<file path="src/rtl/fifo_rd_packer.sv">
// Read-side drain stage: pops FIFO words and packs RATIO of them into one output beat,
// with a flush path that emits a partial beat carrying a lane mask and a last marker.
module fifo_rd_packer #(
    parameter int WIDTH = 8,
    parameter int RATIO = 4,
    parameter int OW    = WIDTH * RATIO
) (
    input  logic             clk,
    input  logic             rst,
    input  logic             fifo_empty,
    input  logic [WIDTH-1:0] fifo_rdata,
    output logic             fifo_rd_en,
    input  logic             flush,
    output logic             out_valid,
    input  logic             out_ready,
    output logic [OW-1:0]    out_data,
    output logic [RATIO-1:0] out_keep,
    output logic             out_last,
    output logic [15:0]      beat_cnt
);

    localparam int ACW = $clog2(RATIO + 1);
    localparam logic [ACW-1:0] FULL = ACW'(RATIO);

    logic [ACW-1:0]   acc_cnt_q, acc_cnt_d;
    logic             pend_q;
    logic             flush_req_q, flush_req_d;
    logic [WIDTH-1:0] acc_q [RATIO];

    logic             out_valid_q, out_valid_d;
    logic [OW-1:0]    out_data_q, out_data_d;
    logic [RATIO-1:0] out_keep_q, out_keep_d;
    logic             out_last_q, out_last_d;
    logic [15:0]      beat_cnt_q;

    logic [ACW:0]     fill_level;
    logic             out_free;
    logic             accept;
    logic             flush_fire;
    logic             flush_emit;
    logic             move;
    logic             load;
    logic [RATIO-1:0] lane_keep;
    logic [OW-1:0]    packed_data;

    // Words already popped but not yet landed count against accumulator space.
    assign fill_level = {1'b0, acc_cnt_q} + {{ACW{1'b0}}, pend_q};
    assign fifo_rd_en = !rst && !fifo_empty && !flush_req_q && (fill_level < {1'b0, FULL});

    assign out_free   = !out_valid_q || out_ready;
    assign accept     = out_valid_q && out_ready;
    assign flush_fire = flush_req_q && !pend_q && out_free;
    assign flush_emit = flush_fire && (acc_cnt_q != '0);
    assign move       = !flush_fire && (acc_cnt_q == FULL) && out_free;
    assign load       = flush_emit || move;

    genvar gi;
    generate
        for (gi = 0; gi < RATIO; gi++) begin : g_lane
            assign lane_keep[gi] = (ACW'(gi) < acc_cnt_q);
            // Unfilled lanes may hold stale words from an earlier beat, so mask them.
            assign packed_data[gi*WIDTH +: WIDTH] = lane_keep[gi] ? acc_q[gi] : '0;

            always_ff @(posedge clk) begin
                if (!rst && pend_q && (acc_cnt_q == ACW'(gi))) begin
                    acc_q[gi] <= fifo_rdata;
                end
            end
        end
    endgenerate

    always_comb begin
        acc_cnt_d   = acc_cnt_q;
        flush_req_d = flush_req_q;
        out_valid_d = out_valid_q;
        out_data_d  = out_data_q;
        out_keep_d  = out_keep_q;
        out_last_d  = out_last_q;

        if (pend_q) begin
            acc_cnt_d = acc_cnt_q + ACW'(1);
        end
        if (flush_fire || move) begin
            acc_cnt_d = '0;
        end

        // A pulse arriving while a flush is outstanding is absorbed.
        if (flush_fire) begin
            flush_req_d = 1'b0;
        end else if (flush) begin
            flush_req_d = 1'b1;
        end

        if (accept) begin
            out_valid_d = 1'b0;
        end
        if (load) begin
            out_valid_d = 1'b1;
            out_data_d  = packed_data;
            out_keep_d  = lane_keep;
            out_last_d  = flush_emit;
        end
    end

    always_ff @(posedge clk) begin
        if (rst) begin
            acc_cnt_q   <= '0;
            pend_q      <= 1'b0;
            flush_req_q <= 1'b0;
            out_valid_q <= 1'b0;
            out_data_q  <= '0;
            out_keep_q  <= '0;
            out_last_q  <= 1'b0;
            beat_cnt_q  <= '0;
        end else begin
            acc_cnt_q   <= acc_cnt_d;
            pend_q      <= fifo_rd_en;
            flush_req_q <= flush_req_d;
            out_valid_q <= out_valid_d;
            out_data_q  <= out_data_d;
            out_keep_q  <= out_keep_d;
            out_last_q  <= out_last_d;
            beat_cnt_q  <= beat_cnt_q + 16'(accept);
        end
    end

    assign out_valid = out_valid_q;
    assign out_data  = out_data_q;
    assign out_keep  = out_keep_q;
    assign out_last  = out_last_q;
    assign beat_cnt  = beat_cnt_q;

endmodule
</file>
<file path="config.mk">
export PLATFORM = sky130hd
export DESIGN_NAME = fifo_rd_packer
export DESIGN_NICKNAME = d
export VERILOG_FILES = /design/src/rtl/fifo_rd_packer.sv
export SDC_FILE = /design/constraint.sdc
export NUM_CORES = 1
export LEC_CHECK = 0
export CORE_AREA = 2 2 120 122
export CTS_CLUSTER_DIAMETER = 100
export DETAILED_ROUTE_END_ITERATION = 8
export DIE_AREA = 0 0 122 124
export PLACE_DENSITY = 0.41
export SETUP_SLACK_MARGIN = 0.15
export SYNTH_ARGS = -nofsm -noshare
export SYNTH_HDL_FRONTEND = slang
export SYNTH_SLANG_ARGS = --single-unit
</file>
<file path="constraint.sdc">
create_clock -name clk -period 2.6 [get_ports clk]
set_input_delay 0.78 -clock clk [delete_from_list [all_inputs] [get_ports clk]]
set_output_delay 0.78 -clock clk [all_outputs]
set_load 0.02 [all_outputs]
</file>
==> results.cfg, run 1 <==
[run_status]
status = completed

[grt]
grt_pass1_wl_um = 13010
track_usage_pct = 11.51
overflow = 0
grt_max_degree = 60
grt_pass1_vias = 2502
grt_antenna_before_repair = 0

[sta]
final_max_slew_viol_count = 0
tightest_slew_ns = 0.9467
hold_ws_ns = 0.4536
fin_skew_ns = 0.01267
finalCritPeriodShare_pct = 87.67
period_minus_slack_ns = 2.279
relSlewSlack_pct = 36.75
fmax_ghz = 0.4387
setup_viol = 0
hold_violations = 0
rsz0062_at_grt = false

[floorplanning]
io_pins = 68
die-width_um = 122
initial_utilization_pct = 24.79
core.rowCount = 43
die-area_mm2 = 0.01513
core_area_mm2 = 0.01372
dieHeight_um = 124

[critical_path]
crit_path_max_incr_delay_ns = 0.19
crit_path_top_delay_cell = nor2_1
start_kind = input port
cp_data_arrival_time_ns = 1.50
cp-end-kind = output pin
required_ns = 1.82
critical_path_class = in2out
cp_cell_sequence = buf_2, nor2_1, nand2_1, a31oi_1, buf_4
cp_max_fo = 2

[cts]
cts_buffers = 9
clk_pin_slew_ns = 0.07
clock_path_buffers = 2
htree_num_levels = 3
cts-root-buf = clkbuf_16
clock_latency_ns = 0.35
numClockSinks = 91
tritoncts = yes
cts_hold_buf = 0

[detailed_routing]
routed_via_density = 4.220
ant_nets = 0
routed_wl_um = 8112
drt_iter0_markers = 127
vias = 2452
wl_per_cell_um = 13.96
first_pass_iters = 4
drcViolationCount = 0

[synthesis]
synth_edf_count = 32
synthMuxAreaShare_pct = 0.6255
ys_ff_latch = 91
yosys.area_share.simple_pct = 22.59
synthCells = 317
syn_area_per_cell_um2 = 10.73
synth_top_family_by_area = simple AND/OR/NAND/NOR gates
synth_xor_area_share_pct = 3.348
synth.distinct_cells = 37
ys_seq_area_share_pct = 62.99
ys.flop_type = dfxtp_1
syn-num-nets = 336
async_reset_ff_share_pct = 0
netlist_area_mm2 = 0.003401
synth-compound-area-share_pct = 5.298
synthAdderAreaFrac_pct = 2.208
synth_warnings = 0

[final_layout]
syn_to_final_growth_pct = 36.94
final_common_cell = clkdlybuf4s50_1
antenna_cells = 0
drive_above_1_share_pct = 9.476
most-common-layout-cells = clkdlybuf4s50_1 (64), dfxtp_1 (59), nand2_1 (52)
final_area_mm2 = 0.004657
fin_nets = 415
fillerInstances = 1418

[power_and_ir_drop]
p_per_area_mw_per_mm2 = 641.1
p_leak_uw = 0.001669
ir_drop_v = 0.0003209

[hold_path]
hp-class = reg2reg

[placement]
portBuffers = 67
hpwl_um = 5390
placed_cell_area_mm2 = 0.004332
routabilityCongestion = 0.7589

[job]
cap_violations = 0
## kinds of logic (layout without fill, tap and decap cells)
| logic type | count (synthesis) | count (layout) |
|---|---|---|
| buf+inv | 19 | 103 |
| flops | 91 | 91 |
| xor+xnor | 13 | 13 |
| compound gates | 31 | 31 |
| fa+ha+maj | 6 | 6 |
| simple gates | 155 | 155 |
| mux | 2 | 2 |
## cell usage after synthesis, types with 5 or more instances
master	number	share of area, %
clkbuf_1	5	0.55
nor2_1	25	2.8
dfxtp_1	59	35
ha_1	6	2.2
xor2_1	7	1.8
a21oi_1	22	3.2
nand3_1	32	4.7
xnor2_1	6	1.5
nand2_1	52	5.7
nand3b_1	18	4.0
edfxtp_1	32	28
buf_2	5	0.74
## routing by layer
metal / track usage, % / vias up / wire length [µm] / share of wire [%]
li1: - / 1268 / - / -
met1: 15.08 / 1124 / 3906 / 48
met2: 17.70 / 49 / 3669 / 45
met3: 2.656 / 11 / 368 / 4.5
met4: 6.034 / 0 / 167 / 2.1
met5: 0 / - / 0 / 0
## critical path, delay by kind of cell
family | cells | cell delay [ns]
and+or+nand+nor | 2 | 0.29
buffers and inverters | 2 | 0.28
AOI/OAI and AO/OA | 1 | 0.15
## registers in the layout (all words and copies together) (netlist names)
name and flops:
acc_q 32, out_data 32, beat_cnt 16, out_keep 4
acc_cnt_q 3, flush_req_q 1, out_last 1, out_valid 1
pend_q 1
## per-stage QoR
step	TNS [ns]	utilization, %	setup WS (ns)	std cells	power, µW
after CTS	0	33.85	0.1518	580	3028
after global placement	-0.3218	31.57	-0.2965	564	1640
after detailed placement	-0.3558	31.57	-0.2970	564	1639
after global routing	0	33.94	0.1719	581	3094
after floorplan	0	-	0.4321	317	1579
final	0	33.94	0.3207	581	2985
## power by group
group / internal, µW / switching, µW / total [µW]
Combinational: 49.2 / 64.0 / 113
Clock: 772 / 609 / 1380
Sequential: 1480 / 8.32 / 1490
Total: 2300 / 681 / 2990
## area by class of cell
class,instances,area (µm²),share of cell area (%)
sequential,91,2142,46.00
multi-input combinational,207,1159,24.88
timing repair buffer,83,798.3,17.14
clock buffer,9,225.2,4.836
tap,180,225.2,4.836
clock inverter,7,92.59,1.988
inverter,4,15.01,0.3224
## repair_timing
item	CTS	global route
endpoints found under the setup margin	1	1
setup buffers	0	1
pin swaps	0	1
resized for setup	5	2
## path summary, 6_finish.rpt
kind | from | endpoint | slack (ns) | cells past startpoint
setup / recovery | rst | fifo_rd_en | 0.32 | 5
hold / removal | out_data[1]$_SDFFE_PP0P_ | out_data[1]$_SDFFE_PP0P_ | 0.45 | 2
setup reg to reg | acc_cnt_q[0]$_SDFFE_PP0P_ | out_keep[0]$_SDFFE_PP0P_ | 0.37 | 6
hold reg to reg | out_data[1]$_SDFFE_PP0P_ | out_data[1]$_SDFFE_PP0P_ | 0.45 | 2
Note: power is estimated with default switching activity, not from simulation.
==> run 2, diff against run 1 <==
--- a/config.mk
+++ b/config.mk
@@ -5,6 +5,7 @@
 export SDC_FILE = /design/constraint.sdc
 export NUM_CORES = 1
 export LEC_CHECK = 0
+export CAP_MARGIN = 20
 export CORE_AREA = 2 2 120 122
 export CTS_CLUSTER_DIAMETER = 100
 export DETAILED_ROUTE_END_ITERATION = 8
==> results of run 2 <==
Same layout as run 1: the final DEF is identical, and so are final timing and power.
